==> config.mk <==
export PLATFORM = sky130hd
export DESIGN_NAME = lock_ctrl
export DESIGN_NICKNAME = d
export VERILOG_FILES = /design/src/rtl/lock_pkg.sv /design/src/rtl/tick_timer.sv /design/src/rtl/lock_ctrl.sv
export SDC_FILE = /design/constraint.sdc
export NUM_CORES = 1
export LEC_CHECK = 0
export BUFFER_PORTS_ARGS = -buffer_cell sky130_fd_sc_hd__clkbuf_2
export CAP_MARGIN = 20
export CORE_MARGIN = 1
export CORE_UTILIZATION = 35
export DETAILED_ROUTE_END_ITERATION = 12
export PLACE_DENSITY = 0.71
export SYNTH_ARGS = -nofsm -noshare
export SYNTH_HDL_FRONTEND = slang
export SYNTH_SLANG_ARGS = --single-unit
==> constraint.sdc <==
create_clock -name clk -period 1.8 [get_ports clk]
set_input_delay 0.27 -clock clk [delete_from_list [all_inputs] [get_ports clk]]
set_output_delay 0.27 -clock clk [all_outputs]
set_load 0.02 [all_outputs]
==> src/rtl/lock_pkg.sv <==
// Shared types and widths for the combination-lock attempt controller.
package lock_pkg;

    localparam int KEY_W   = 16;
    localparam int TRIES_W = 4;
    localparam int TIMER_W = 8;

    typedef enum logic [2:0] {
        ST_ENTRY   = 3'd0,
        ST_CHECK   = 3'd1,
        ST_PASS    = 3'd2,
        ST_FAIL    = 3'd3,
        ST_LOCKOUT = 3'd4,
        ST_SETKEY  = 3'd5
    } state_t;

endpackage

==> src/rtl/tick_timer.sv <==
// Loadable down counter advanced by the tick strobe; done fires when a tick lands on 1.
module tick_timer
    import lock_pkg::*;
#(
    parameter int W = TIMER_W
) (
    input  logic         clk,
    input  logic         rst,
    input  logic         tick,
    input  logic         load,
    input  logic [W-1:0] load_val,
    output logic [W-1:0] count,
    output logic         done
);

    logic [W-1:0] count_reg;

    // Counter rests at zero outside timed states, so stray ticks there do nothing.
    always_ff @(posedge clk or posedge rst) begin
        if (rst) begin
            count_reg <= '0;
        end else if (load) begin
            count_reg <= load_val;
        end else if (tick && (count_reg != '0)) begin
            count_reg <= count_reg - 1'b1;
        end
    end

    assign count = count_reg;
    assign done  = tick && !load && (count_reg == W'(1));

endmodule

==> src/rtl/lock_ctrl.sv <==
// Attempt-sequencing FSM: compare, failed-attempt counting, timed pass/fail/lockout.
// Optional key-programming mode (SETKEY state, key register) enabled by LOCK_ADMIN_EN.
module lock_ctrl
    import lock_pkg::*;
#(
    parameter int                MAX_TRIES   = 3,
    parameter int                PASS_TICKS  = 5,
    parameter int                FAIL_TICKS  = 3,
    parameter int                LOCK_TICKS  = 30,
    parameter logic [KEY_W-1:0]  DEFAULT_KEY = 16'h0000
) (
    input  logic               clk,
    input  logic               rst,
    input  logic               tick,
    input  logic               cnf_p,
    input  logic [KEY_W-1:0]   code,
    input  logic [KEY_W-1:0]   data,
    output logic               entry_en,
    output logic               entry_clr,
    output logic               pass,
    output logic               fail,
    output logic               locked,
    output logic [TRIES_W-1:0] tries_left,
    output logic [TIMER_W-1:0] timer_val
);

    localparam logic [TRIES_W-1:0] TRIES_INIT = TRIES_W'(MAX_TRIES);

    state_t               state_reg, state_next;
    logic [TRIES_W-1:0]   tries_reg, tries_next;
    logic                 entry_clr_reg, entry_clr_next;
    logic                 tmr_load;
    logic [TIMER_W-1:0]   tmr_load_val;
    logic                 tmr_done;
    logic [KEY_W-1:0]     cmp_key;

`ifdef LOCK_ADMIN_EN
    logic [KEY_W-1:0]     key_reg, key_next;
    logic                 unused_code;

    always_ff @(posedge clk or posedge rst) begin
        if (rst) begin
            key_reg <= DEFAULT_KEY;
        end else begin
            key_reg <= key_next;
        end
    end

    assign cmp_key     = key_reg;
    assign unused_code = ^code;
`else
    logic                 unused_default_key;

    assign cmp_key            = code;
    assign unused_default_key = ^DEFAULT_KEY;
`endif

    tick_timer #(.W(TIMER_W)) u_timer (
        .clk      (clk),
        .rst      (rst),
        .tick     (tick),
        .load     (tmr_load),
        .load_val (tmr_load_val),
        .count    (timer_val),
        .done     (tmr_done)
    );

    always_ff @(posedge clk or posedge rst) begin
        if (rst) begin
            state_reg     <= ST_ENTRY;
            tries_reg     <= TRIES_INIT;
            entry_clr_reg <= 1'b0;
        end else begin
            state_reg     <= state_next;
            tries_reg     <= tries_next;
            entry_clr_reg <= entry_clr_next;
        end
    end

    always_comb begin
        state_next     = state_reg;
        tries_next     = tries_reg;
        entry_clr_next = 1'b0;
        tmr_load       = 1'b0;
        tmr_load_val   = '0;
`ifdef LOCK_ADMIN_EN
        key_next       = key_reg;
`endif
        case (state_reg)
            ST_ENTRY: begin
                // A confirm arriving while the entry is being cleared would check stale data.
                if (cnf_p && !entry_clr_reg) begin
                    state_next = ST_CHECK;
                end
            end
            ST_CHECK: begin
                tmr_load = 1'b1;
                if (data == cmp_key) begin
                    state_next   = ST_PASS;
                    tries_next   = TRIES_INIT;
                    tmr_load_val = TIMER_W'(PASS_TICKS);
                end else if (tries_reg > TRIES_W'(1)) begin
                    state_next   = ST_FAIL;
                    tries_next   = tries_reg - 1'b1;
                    tmr_load_val = TIMER_W'(FAIL_TICKS);
                end else begin
                    state_next   = ST_LOCKOUT;
                    tries_next   = '0;
                    tmr_load_val = TIMER_W'(LOCK_TICKS);
                end
            end
            ST_PASS: begin
`ifdef LOCK_ADMIN_EN
                if (cnf_p) begin
                    state_next     = ST_SETKEY;
                    entry_clr_next = 1'b1;
                    tmr_load       = 1'b1;
                end else
`endif
                if (tmr_done) begin
                    state_next     = ST_ENTRY;
                    entry_clr_next = 1'b1;
                end
            end
            ST_FAIL: begin
                if (tmr_done) begin
                    state_next     = ST_ENTRY;
                    entry_clr_next = 1'b1;
                end
            end
            ST_LOCKOUT: begin
                if (tmr_done) begin
                    state_next     = ST_ENTRY;
                    entry_clr_next = 1'b1;
                    tries_next     = TRIES_INIT;
                end
            end
`ifdef LOCK_ADMIN_EN
            ST_SETKEY: begin
                if (cnf_p) begin
                    key_next       = data;
                    state_next     = ST_ENTRY;
                    entry_clr_next = 1'b1;
                    tries_next     = TRIES_INIT;
                end
            end
`endif
            default: begin
                state_next = ST_ENTRY;
            end
        endcase
    end

    assign entry_en   = (state_reg == ST_ENTRY) || (state_reg == ST_SETKEY);
    assign entry_clr  = entry_clr_reg;
    assign pass       = (state_reg == ST_PASS);
    assign fail       = (state_reg == ST_FAIL) || (state_reg == ST_LOCKOUT);
    assign locked     = (state_reg == ST_LOCKOUT);
    assign tries_left = tries_reg;

endmodule

# --- Word-level counts from Yosys, hierarchy flattened ---
# Index checks and enable logic that the tools add are counted.
totals:
  regBits: 16
  in_bits: 36
  elab_cells: 49
  n_memories: 0
  latch_bits: 0
  romBits: 0
  ram_bits: 0
  output_inout_bits: 17
op_classes:
  muxes: 17
  n_eq_ne: 10
  magnitude_cmp: 1
  div: 0
  shift: 0
  n_reduce_logical: 15
  multipliers: 0
  n_addsub: 2
  bitwise: 0
ops:
  columns: ["operator", "count"]
  rows:
  - ["$eq A16 B16 Y1", 1]
  - ["$mux W8", 2]
  - ["$mux W5", 3]
  - ["$mux W3", 4]
  - ["$mux W4", 3]
  - ["$pmux W3 S3", 1]
  - ["$eq A8 B1 Y1 const B", 1]
  - ["$pmux W4 S2", 1]
  - ["$reduce_bool A8 Y1", 1]
  - ["$sub A8 B1 Y8 const B", 1]
  - ["$eq A3 B2 Y1 const B", 2]
  - ["$eq A3 B3 Y1 const B", 2]
  - ["$gt A4 B1 Y1 const B", 1]
  - ["$logic_and A1 B1 Y1", 4]
  - ["$ne A2 B1 Y1 const B", 2]
  - ["$reduce_and A2 Y1", 2]
  - ["$reduce_bool A2 Y1", 2]
  - ["$sub A4 B1 Y4 const B", 1]
  - ["$eq A3 B1 Y1 const B", 1]
  - ["$logic_not A3 Y1", 1]
  - ["$mux W1", 3]
  - ["$reduce_or A3 Y1", 1]
  - ["$logic_not A1 Y1", 2]
  - ["$logic_or A1 B1 Y1", 2]
  - ["$ne A2 B2 Y1 const B", 1]

# --- Depth between registers and ports, before layout ---
# Gate-level depths: netlist (run 1).
depth:
  ltp_word: 7
  depth_mapped: 7
  mapped_depth_nobuf: 7

# --- By module ---
# Synthesis (run 1) repeated with hierarchy kept, for this count alone.
unflattened:
  hier_cells: 149
  area_unflattened_um2: 1311.3
modules_own_cells:
  columns: ["mod", "cells_each", "n_inst", "area_per_inst_um2", "seq_area_each_um2"]
  rows:
  - ["lock_ctrl", 79, 1, 694.4, 202.7]
  - ["tick_timer", 70, 1, 616.8, 200.2]

# --- Least setup slack after synthesis (run 1) ---
# No wires, ideal clock.
synth_path:
  path_kind: "register to register"
  from: "register u_timer.count_reg[0], in the netlist u_timer.count[0]"
  to: "register u_timer.count_reg[6], in the netlist u_timer.count[6]"
  required_ns: 1.667
  period_less_slack_ns: 1.775
  t_arrival_ns: 1.642
  setup_time_ns: 0.133
  stages_incl_launch_ff: 8
  n_path_buf: 0
  path_slack_ns: 0.025
  cell_sequence: "dfrtp_1 inv_1 ha_1 or4b_4 o211ai_2 nor3_1 xnor2_1 nor2_1"
synth_between:
  elab_chain_len: 3
  word_cells_on_any_way: 6
  cone_classes: "add/sub: 1; mux: 2; reduce/logical: 3"
synth_lines:
  columns: ["item", "line_no", "rtl"]
  rows:
  - ["start: declaration", "tick_timer.sv:16", "logic [W-1:0] count_reg;"]
  - ["start signal: assignment", "tick_timer.sv:23", "count_reg <= load_val;"]
  - ["start signal: assignment", "tick_timer.sv:25", "count_reg <= count_reg - 1'b1;"]
  - ["$sub A8 B1 Y8 or $reduce_bool A8 Y1 (tied branches)", "tick_timer.sv:25, tick_timer.sv:24", null]
  - ["$mux W8 or $logic_and A1 B1 Y1 (tied branches)", "tick_timer.sv:24", "end else if (tick && (count_reg != '0)) begin"]
  - ["$mux W8 or $reduce_bool A2 Y1 (tied branches)", null, null]
# Parallel ways exist; a longest one is shown, timed or not. The select of a mux whose other input is x is not followed.
# A chain may end at the register's enable or synchronous reset.

# --- Final worst setup path (run 1) ---
layout_path:
  from: "register u_timer.count_reg[1], in the netlist u_timer.count[1]"
  to: "register u_timer.count_reg[6], in the netlist u_timer.count[6]"
# The elaborated chain is that of the path after synthesis.

==> metrics.txt, run 1 <==
outcome finished, violations left; failing checks hold timing; Initial Utilization a little under two fifths; RR Startpoint u_timer.count[1]; ant diodes 0; grt met2 use between 20% and 30%; Leak approximately 0.77 nW; Syn Std Cell Area roughly 0.0011 mm²; top_reg_cell synth dfrtp_1; hpwl dp 2.10 mm; met1 capacity usage during global routing a little under a fifth; most frequent cells after synthesis xor2_1, dfrtp_1, nor2_1, inv_1, a21oi_1; FF-to-FF setup slack roughly 0.063 ns; layout net count between 200 and 250; share of layout cells above drive strength 1 between 40% and 50%; Max Clock Skew 0.00201 ns; via count roughly 1100; Placer Congestion 0.867; Rel. slew slack roughly three fifths; crit path DAT 1.94 ns; Mapped Cells approximately 120; number of synthesis warnings 0; Hold Fails Final Rpt 5; Iteration-0 DRC Markers between 40 and 50; Synth top area share 30.8%; met3 Resource Use GR under 10%; Avg WL per Cell approximately 12 µm; CP startpoint u_timer.count[1]; Post-CTS Hold Fix Bufs 0; Cell variety after synth 41; vias in the first global route 1096; Internal approximately 0.0012 W; Root Buffer clkbuf_4; Die X 59.0 µm; Sw Share between 40 and 50%; synthesized area per cell 9.64 µm²; Power Dens Cells 1390 mW/mm²; Final Cycle Share a little over nine tenths; drt first pass iters 4; Max Root-Sink Buffers 2; area delta synth->final 36.1%; Max-Cap Viols 0; CTS buffer count 3; DRT antenna net count 0; Post-Route WL around 2.7 mm; area of the die about 0.0035 mm²; first-pass GRT wire length between 4 and 5 mm; core area slightly above 0.003 mm²; IO Pins 53; max reg flops 8; Max Slew Vio Count 0; Global Route Usage Sum 16.5%; area leader, netlist dfrtp_1; final setup vio count 0; clock power share around 12%; Area after DPL 0.00148 mm²; Post-synth EDFFs 0; IO buf count between 50 and 60; clock slew at the register clock pins of the worst setup and hold paths 0.10 ns; fin crit period about 1.7 ns; most frequent cell after synthesis xor2_1; initial antenna violation count 0; Net Count, Synth approximately 160; die height 59.0 µm; Vias/cell around 5; TritonCTS clock tree built; hold crit path type primary input to async pin; grt ovf 0; DRC 0; worst-skew pair later-pin latency 0.30 ns; Crit Path Class flop to flop; most congested layer reported by global routing met2; Final Cell Area ~0.0015 mm²; Max IR drop VDD 0.552 mV; Worst-Margin Slew 0.591 ns; Synth area leaders dfrtp_1, xor2_1, ha_1; Seq/Total Area, Yosys a little over a third; P_sw 0.000999 W; pin count of the biggest net entering global routing 17; clock net sink count 16; CP Launch Type flop; WHS -0.00341 ns; H-tree depth 1; Crit Path Max Fanout 5; WP data required about 2 ns; asr flop ratio synth 100%; Gate power share 55.1%; row count 20; flops & latches, synth 16; Reg power frac between 30% and 40%; FMAX 0.576 GHz; Critical Path End Type flop
[metrics by stage]
stage / instances / util, % / setup slack (ns) / power [W] / TNS (ns)
2_1_floorplan: 118 / - / 0.0247 / 0.00145 / 0
3_3_place_gp: 217 / 47.9 / 0.107 / 0.00179 / 0
3_5_place_dp: 217 / 47.9 / 0.0506 / 0.00183 / 0
4_1_cts: 221 / 49.1 / 0.0297 / 0.00208 / 0
5_1_grt: 224 / 50.3 / -0.0449 / 0.00232 / -0.0992
6_report: 224 / 50.3 / 0.0629 / 0.00215 / 0
[final cells by class]
type | instances | area (µm²)
Timing Repair Buffer | 58 | 305
Inverter | 8 | 30.0
Multi-Input combinational cell | 94 | 718
Tap cell | 44 | 55.1
Clock buffer | 4 | 36.3
Fill cell | 287 | 1530
Sequential cell | 16 | 403
[worst max-delay path: stages, from the launching register on]
cell	delay [ns]
dfrtp_1	0.42
inv_2	0.09
ha_1	0.13
or4b_4	0.52
o211ai_4	0.22
nor3_2	0.06
xnor2_1	0.14
nor2_1	0.05
[logic make-up after synthesis]
| logic type | after synthesis | synth area share (%) |
|---|---|---|
| AND/OR/NAND/NOR | 39 | 21.8 |
| AO/OA/AOI/OAI | 28 | 17.7 |
| XOR/XNOR | 22 | 16.9 |
| flip-flops | 16 | 35.4 |
| buffers and inverters | 8 | 2.64 |
| adder cells (fa/ha/maj) | 5 | 5.50 |
[what timing repair did]
item / 4_1_cts / 5_1_grt
gates resized for setup: 0 / 3
buffers inserted: 0 / 3
setup endpoints to repair: 0 / 2
hold endpoints to repair: 0 / 0
[path summary, 6_finish.rpt]
check | endpoint | cells after the start
worst min-delay path | u_timer.count[0] | 2
worst max register to register | u_timer.count[6] | 7
max in group asynchronous | entry_clr | 2
worst min register to register | state_reg[0] | 1
worst max-delay path | u_timer.count[6] | 7
min in group clk | u_timer.count[1] | 4
[layer usage]
| layer | routed length, µm | share of wire, % |
|---|---|---|
| met1 | 1160 | 43 |
| met2 | 1380 | 51 |
| met3 | 129 | 4.8 |
| met4 | 36 | 1.3 |
| met5 | 0 | 0 |
[cells in the final DEF (no fill, tap or decap), types with 3 or more instances in the layout]
master,count
clkbuf_4,3
a21oi_1,6
clkbuf_2,52
inv_1,6
buf_4,6
xor2_1,20
dfrtp_1,14
a2bb2oi_1,3
ha_1,5
o21ai_0,4
nor2_1,11
nor4_1,4
[power groups by stage]
stage	Clock (W)	Combinational (W)	Sequential [W]
floorplan	0	0.000626	0.000822
global placement	0	0.00108	0.000713
detailed placement	0	0.00111	0.000720
CTS	0.000256	0.00111	0.000712
global route	0.000264	0.00131	0.000748
finish	0.000248	0.00119	0.000719
Power figures use the tool's default switching activity.
==> run 2, diff against run 1 <==
- MAX_ROUTING_LAYER: unset -> met4
==> metrics.txt, run 2 (synthesis results as in run 1) <==
Rel. slew slack about three fifths; critical-path cell list inv_2 > ha_1 > or4b_4 > o211ai_4 > nor3_2 > xnor2_1 > nor2_1; Max IR drop VDD ~0.55 mV; Die X 59.0 µm; crit-path leading delay family simple AND/OR/NAND/NOR gates; Avg WL per Cell about 12 µm; Fin Setup TNS 0 ns; ant diodes 0; share of layout cells above drive strength 1 between 40% and 50%; Vias/cell 4.97; Root Buffer clkbuf_4; multi-input logic area 718 µm²; CP Launch Type flop; DP Worst Slack approximately 0.051 ns; final setup vio count 0; max reg flops 8; Max Root-Sink Buffers 2; CP startpoint u_timer.count[1]; vias in the first global route between 1000 and 1500; first-pass GRT wire length roughly 4.5 mm; via count around 1100; fin crit period approximately 1.7 ns; area of the die between 0.003 and 0.004 mm²; IO buf count 52; Worst-Margin Slew a little under 0.6 ns; pin count of the biggest net entering global routing 17; DRT antenna net count 0; core area ~0.0031 mm²; Final Cell Area roughly 0.0015 mm²; Leak just under 0.8 nW; Max Clock Skew approximately 0.0019 ns; critical path buffer and inverter count 1; Worst path slowest cell or4b_4; hold crit path type primary input to async pin; Max-Cap Viols 0; Post-Route WL 2.70 mm; Final Cycle Share between 90% and 100%; row count 20; Hold Fails Final Rpt 6; final critical-path setup slack a little over 0.06 ns; Global Route Usage Sum between 10% and 20%; Area after DPL about 0.0015 mm²; TritonCTS clock tree built; IO Pins 53; wire length on met2 1.38 mm; FMAX about 0.58 GHz; RR Startpoint u_timer.count[1]; initial antenna violation count 0; Critical Path End Type flop; Power Dens Cells between 1000 and 1500 mW/mm²; FF+latch area 403 µm²; Crit Path Max Fanout 5; H-tree depth 1; outcome finished, violations left; worst-skew pair later-pin latency roughly 0.30 ns; drt first pass iters 4; Placer Congestion 0.881; Initial Utilization between 30% and 40%; Max stage delay on crit path 0.52 ns; grt ovf 0; WHS -0.00350 ns; DRT met1 WL around 1.2 mm; failing checks hold timing; most frequent cells in the layout clkbuf_2, xor2_1, dfrtp_1; CTS buffer count 3; Crit Path Class flop to flop; hpwl dp roughly 2.1 mm; Iteration-0 DRC Markers slightly above 50; fill cell count 287; commonest non-fill, non-tap cell in the layout clkbuf_2; wire length on met3 about 120 µm; area delta synth->final 36.1%; clock net sink count 16; DR top layer met4; layout net count between 200 and 250; power consumption 0.00215 W; Max Slew Vio Count 0; DRC 0; WP data required ~2 ns; clock slew at the register clock pins of the worst setup and hold paths ~0.10 ns; crit path DAT between 1.5 and 2 ns; die height approximately 59 µm; Post-CTS Hold Fix Bufs 0
==> run 2: cell counts in the layout (fill, tap and decap cells not counted) <==
Identical to the previous run, type by type.
==> run 2: path summary, 6_finish.rpt <==
| path | end | slack (ns) | cells past startpoint |
|---|---|---|---|
| worst max-delay path | u_timer.count[6] | 0.06 | 7 |
| worst min-delay path | u_timer.count[0] | -0.004 | 2 |
| worst max register to register | u_timer.count[6] | 0.06 | 7 |
| worst min register to register | state_reg[0] | 0.56 | 1 |
| max in group asynchronous | entry_clr | 1.42 | 2 |
| min in group clk | u_timer.count[1] | 0.42 | 4 |
==> run 2: metal layers <==
metal | GRT usage (%) | up-vias
met3 | 3.28 | 2
met1 | 19.4 | 523
met2 | 29.2 | 39
met5 | - | -
met4 | 7.48 | 0
li1 | - | 550
==> run 2: cell type report <==
class,instances,share of cell area [%]
Clock buffer,4,2.34
Inverter,8,1.94
Sequential cell,16,26.0
Multi-Input combinational cell,94,46.4
Tap cell,44,3.56
Timing Repair Buffer,58,19.7
==> run 2: stage by stage <==
stage | utilization, % | instances
floorplan | - | 118
global placement | 47.9 | 217
detailed placement | 47.9 | 217
CTS | 49.1 | 221
global route | 50.3 | 224
finish | 50.3 | 224
==> run 2: repair_timing <==
item                                    in CTS  in global routing
buffers inserted                             0                  3
hold endpoints to repair                     0                  0
resized for setup                            0                  3
endpoints found under the setup margin       0                  2
==> run 2: report_power, final <==
part	total (W)	internal, W	switching (W)	leakage [nW]
sequential	0.000718	0.000515	0.000204	0.187
clock	0.000248	0.000124	0.000124	0.0210
combinational	0.00119	0.000517	0.000670	0.562
==> run 3, diff against run 2 <==
- ABC_AREA: unset -> 1
- PLACE_DENSITY: 0.71 -> 0.68
==> metrics.txt, run 3 <==
Avg WL per Cell approximately 9 µm; Worst-Margin Slew about 0.63 ns; Seq/Total Area, Yosys 27.7%; flops & latches, synth 16; asr flop ratio synth between 90% and 100%; hpwl dp 2.55 mm; commonest non-fill, non-tap cell in the layout nand2_1; Critical Path End Type primary output; Die X 66.5 µm; Synth top area share 24.1%; drt first pass iters 8; CP endpoint entry_en; Syn Std Cell Area ~0.0015 mm²; clock net sink count 16; Rel. slew slack ~58%; DRT antenna net count 0; core area 0.00400 mm²; end of the worst register-to-register path tries_left[2]; Worst path slowest cell dfrtp_1; IO Pins between 50 and 60; Synth area leaders dfrtp_1, nand2_1, inv_1; Iteration-0 DRC Markers 56; initial antenna violation count 0; cells on worst reg2reg path 7; grt ovf 0; Post-Route WL roughly 3.0 mm; top_reg_cell synth dfrtp_1; die height around 66 µm; Leak roughly 1.1 nW; hold crit path type primary input to async pin; Cell variety after synth 27; pin count of the biggest net entering global routing 17; Final Cycle Share between 90% and 100%; Max Root-Sink Buffers 2; most frequent cell after synthesis nand2_1; Final Cell Area between 0.0015 and 0.002 mm²; CP Launch Type flop; Max IR drop VDD between 0.4 and 0.5 mV; Crit Path Class flop to primary output; Max Slew Vio Count 0; area delta synth->final 25.7%; Net Count, Synth between 200 and 300; Crit Path Max Fanout 6; Global Route Usage Sum between 15 and 20%; IO buf count 52; unrepaired setup endpoints after global routing false; FF+latch area between 400 and 500 µm²; number of synthesis warnings 0; Fin Setup TNS 0 ns; TritonCTS clock tree built; Max stage delay on crit path ~0.46 ns; vias in the first global route between 1000 and 1500; most frequent cells after synthesis nand2_1, inv_1, nor2_1, dfrtp_1, nand3_1; layout net count 328; WP data required ~1.5 ns; fin crit period ~1.7 ns; first-pass GRT wire length around 5.4 mm; Placer Congestion between 0.8 and 0.9; synthesized area per cell around 6.3 µm²; CTS buffer count 3; RR Startpoint tries_left[0]; area leader, netlist dfrtp_1; final setup vio count 0; Post-synth EDFFs 0; Power Dens Cells 1570 mW/mm²; Root Buffer clkbuf_8; ant diodes 0; Max Clock Skew about 0.0028 ns; Initial Utilization between 30% and 40%; share of layout cells above drive strength 1 28.7%; DRC 1; Area after DPL between 0.0015 and 0.002 mm²; Hold Fails Final Rpt 0; worst-skew pair later-pin latency 0.25 ns; Max-Cap Viols 0; Post-CTS Setup Bufs 0; failing checks DRC; most frequent cells in the layout nand2_1, clkbuf_2, inv_1; CP startpoint state_reg[0]; post-cts sizing count 0; FF-to-FF setup slack around 0.17 ns; Mapped Cells 230; fill cell count 438; Vias/cell 4.41; critical-path cell list nor3_1 > o21bai_1 > clkbuf_2; fin util 45.7%; multi-input logic area about 840 µm²; crit path DAT 1.38 ns; outcome finished, violations left; clock slew at the register clock pins of the worst setup and hold paths around 0.07 ns; row count 23; via count roughly 1500; area of the die roughly 0.0044 mm²; Post-CTS Hold Fix Bufs 0; max reg flops 8; H-tree depth 1; FMAX a little over 0.6 GHz
run 3: changes by cell type after synthesis, moves of 4 or more:
cell,before,now
nand2_1,2,67
nor2_1,11,31
nand3_1,2,10
inv_1,7,45
xor2_1,20,3
nor2_4,0,5
nor4_1,4,0
run 3: report_power, final:
group / internal (W) / switching [W]
Sequential: 0.000544 / 0.000195
Combinational: 0.000646 / 0.00116
Clock: 0.000194 / 0.000131
Total: 0.00138 / 0.00149
run 3: kinds of logic after synthesis:
logic type                 after synthesis  share of synthesized area (%)
DFF                                     16                           27.7
adders and majority gates                5                           4.30
AOI/OAI and AO/OA                       23                           8.69
buffers and inverters                   52                           14.3
and+or+nand+nor                        130                           42.6
xor gates and xnor gates                 4                           2.41
run 3: worst min-delay path by stage:
stage / slack, ns / depth (start not counted) / end
floorplan: 0.18 / 1 / entry_clr
global placement: 0.37 / 2 / u_timer.count[2]
detailed placement: 0.38 / 2 / u_timer.count[2]
CTS: 0.10 / 2 / u_timer.count[2]
global route: 0.14 / 2 / u_timer.count[2]
finish: 0.07 / 2 / u_timer.count[2]
run 3: cell type report:
type / instances / share of cell area [%]
Multi-Input combinational cell: 162 / 46.2
Sequential cell: 16 / 22.0
Timing Repair Buffer: 53 / 14.6
Inverter: 51 / 10.7
Tap cell: 50 / 3.42
Clock buffer: 4 / 3.01
run 3: critical path, delay by kind of cell (launching register included):
kind | cells | cell delay (ns)
AND/OR/NAND/NOR | 1 | 0.33
flip-flops | 1 | 0.46
buffers and inverters | 1 | 0.18
AO/OA/AOI/OAI | 1 | 0.16
run 3: layer usage:
layer	GRT usage, %	up-vias	wire length, µm
met1	20.0	624	1420
met3	1.03	4	118
li1	-	810	-
met2	26.7	43	1450
met5	-	-	0
met4	4.52	0	28
run 3: per-stage QoR:
step	std cells	hold slack (ns)	setup slack (ns)	total power, W
after floorplan	230	0.182	0.208	0.00211
after global placement	332	0.373	0.239	0.00255
after detailed placement	332	0.375	0.151	0.00258
after CTS	336	0.104	0.129	0.00291
after global routing	336	0.139	0.000839	0.00316
final	336	0.0698	0.149	0.00287
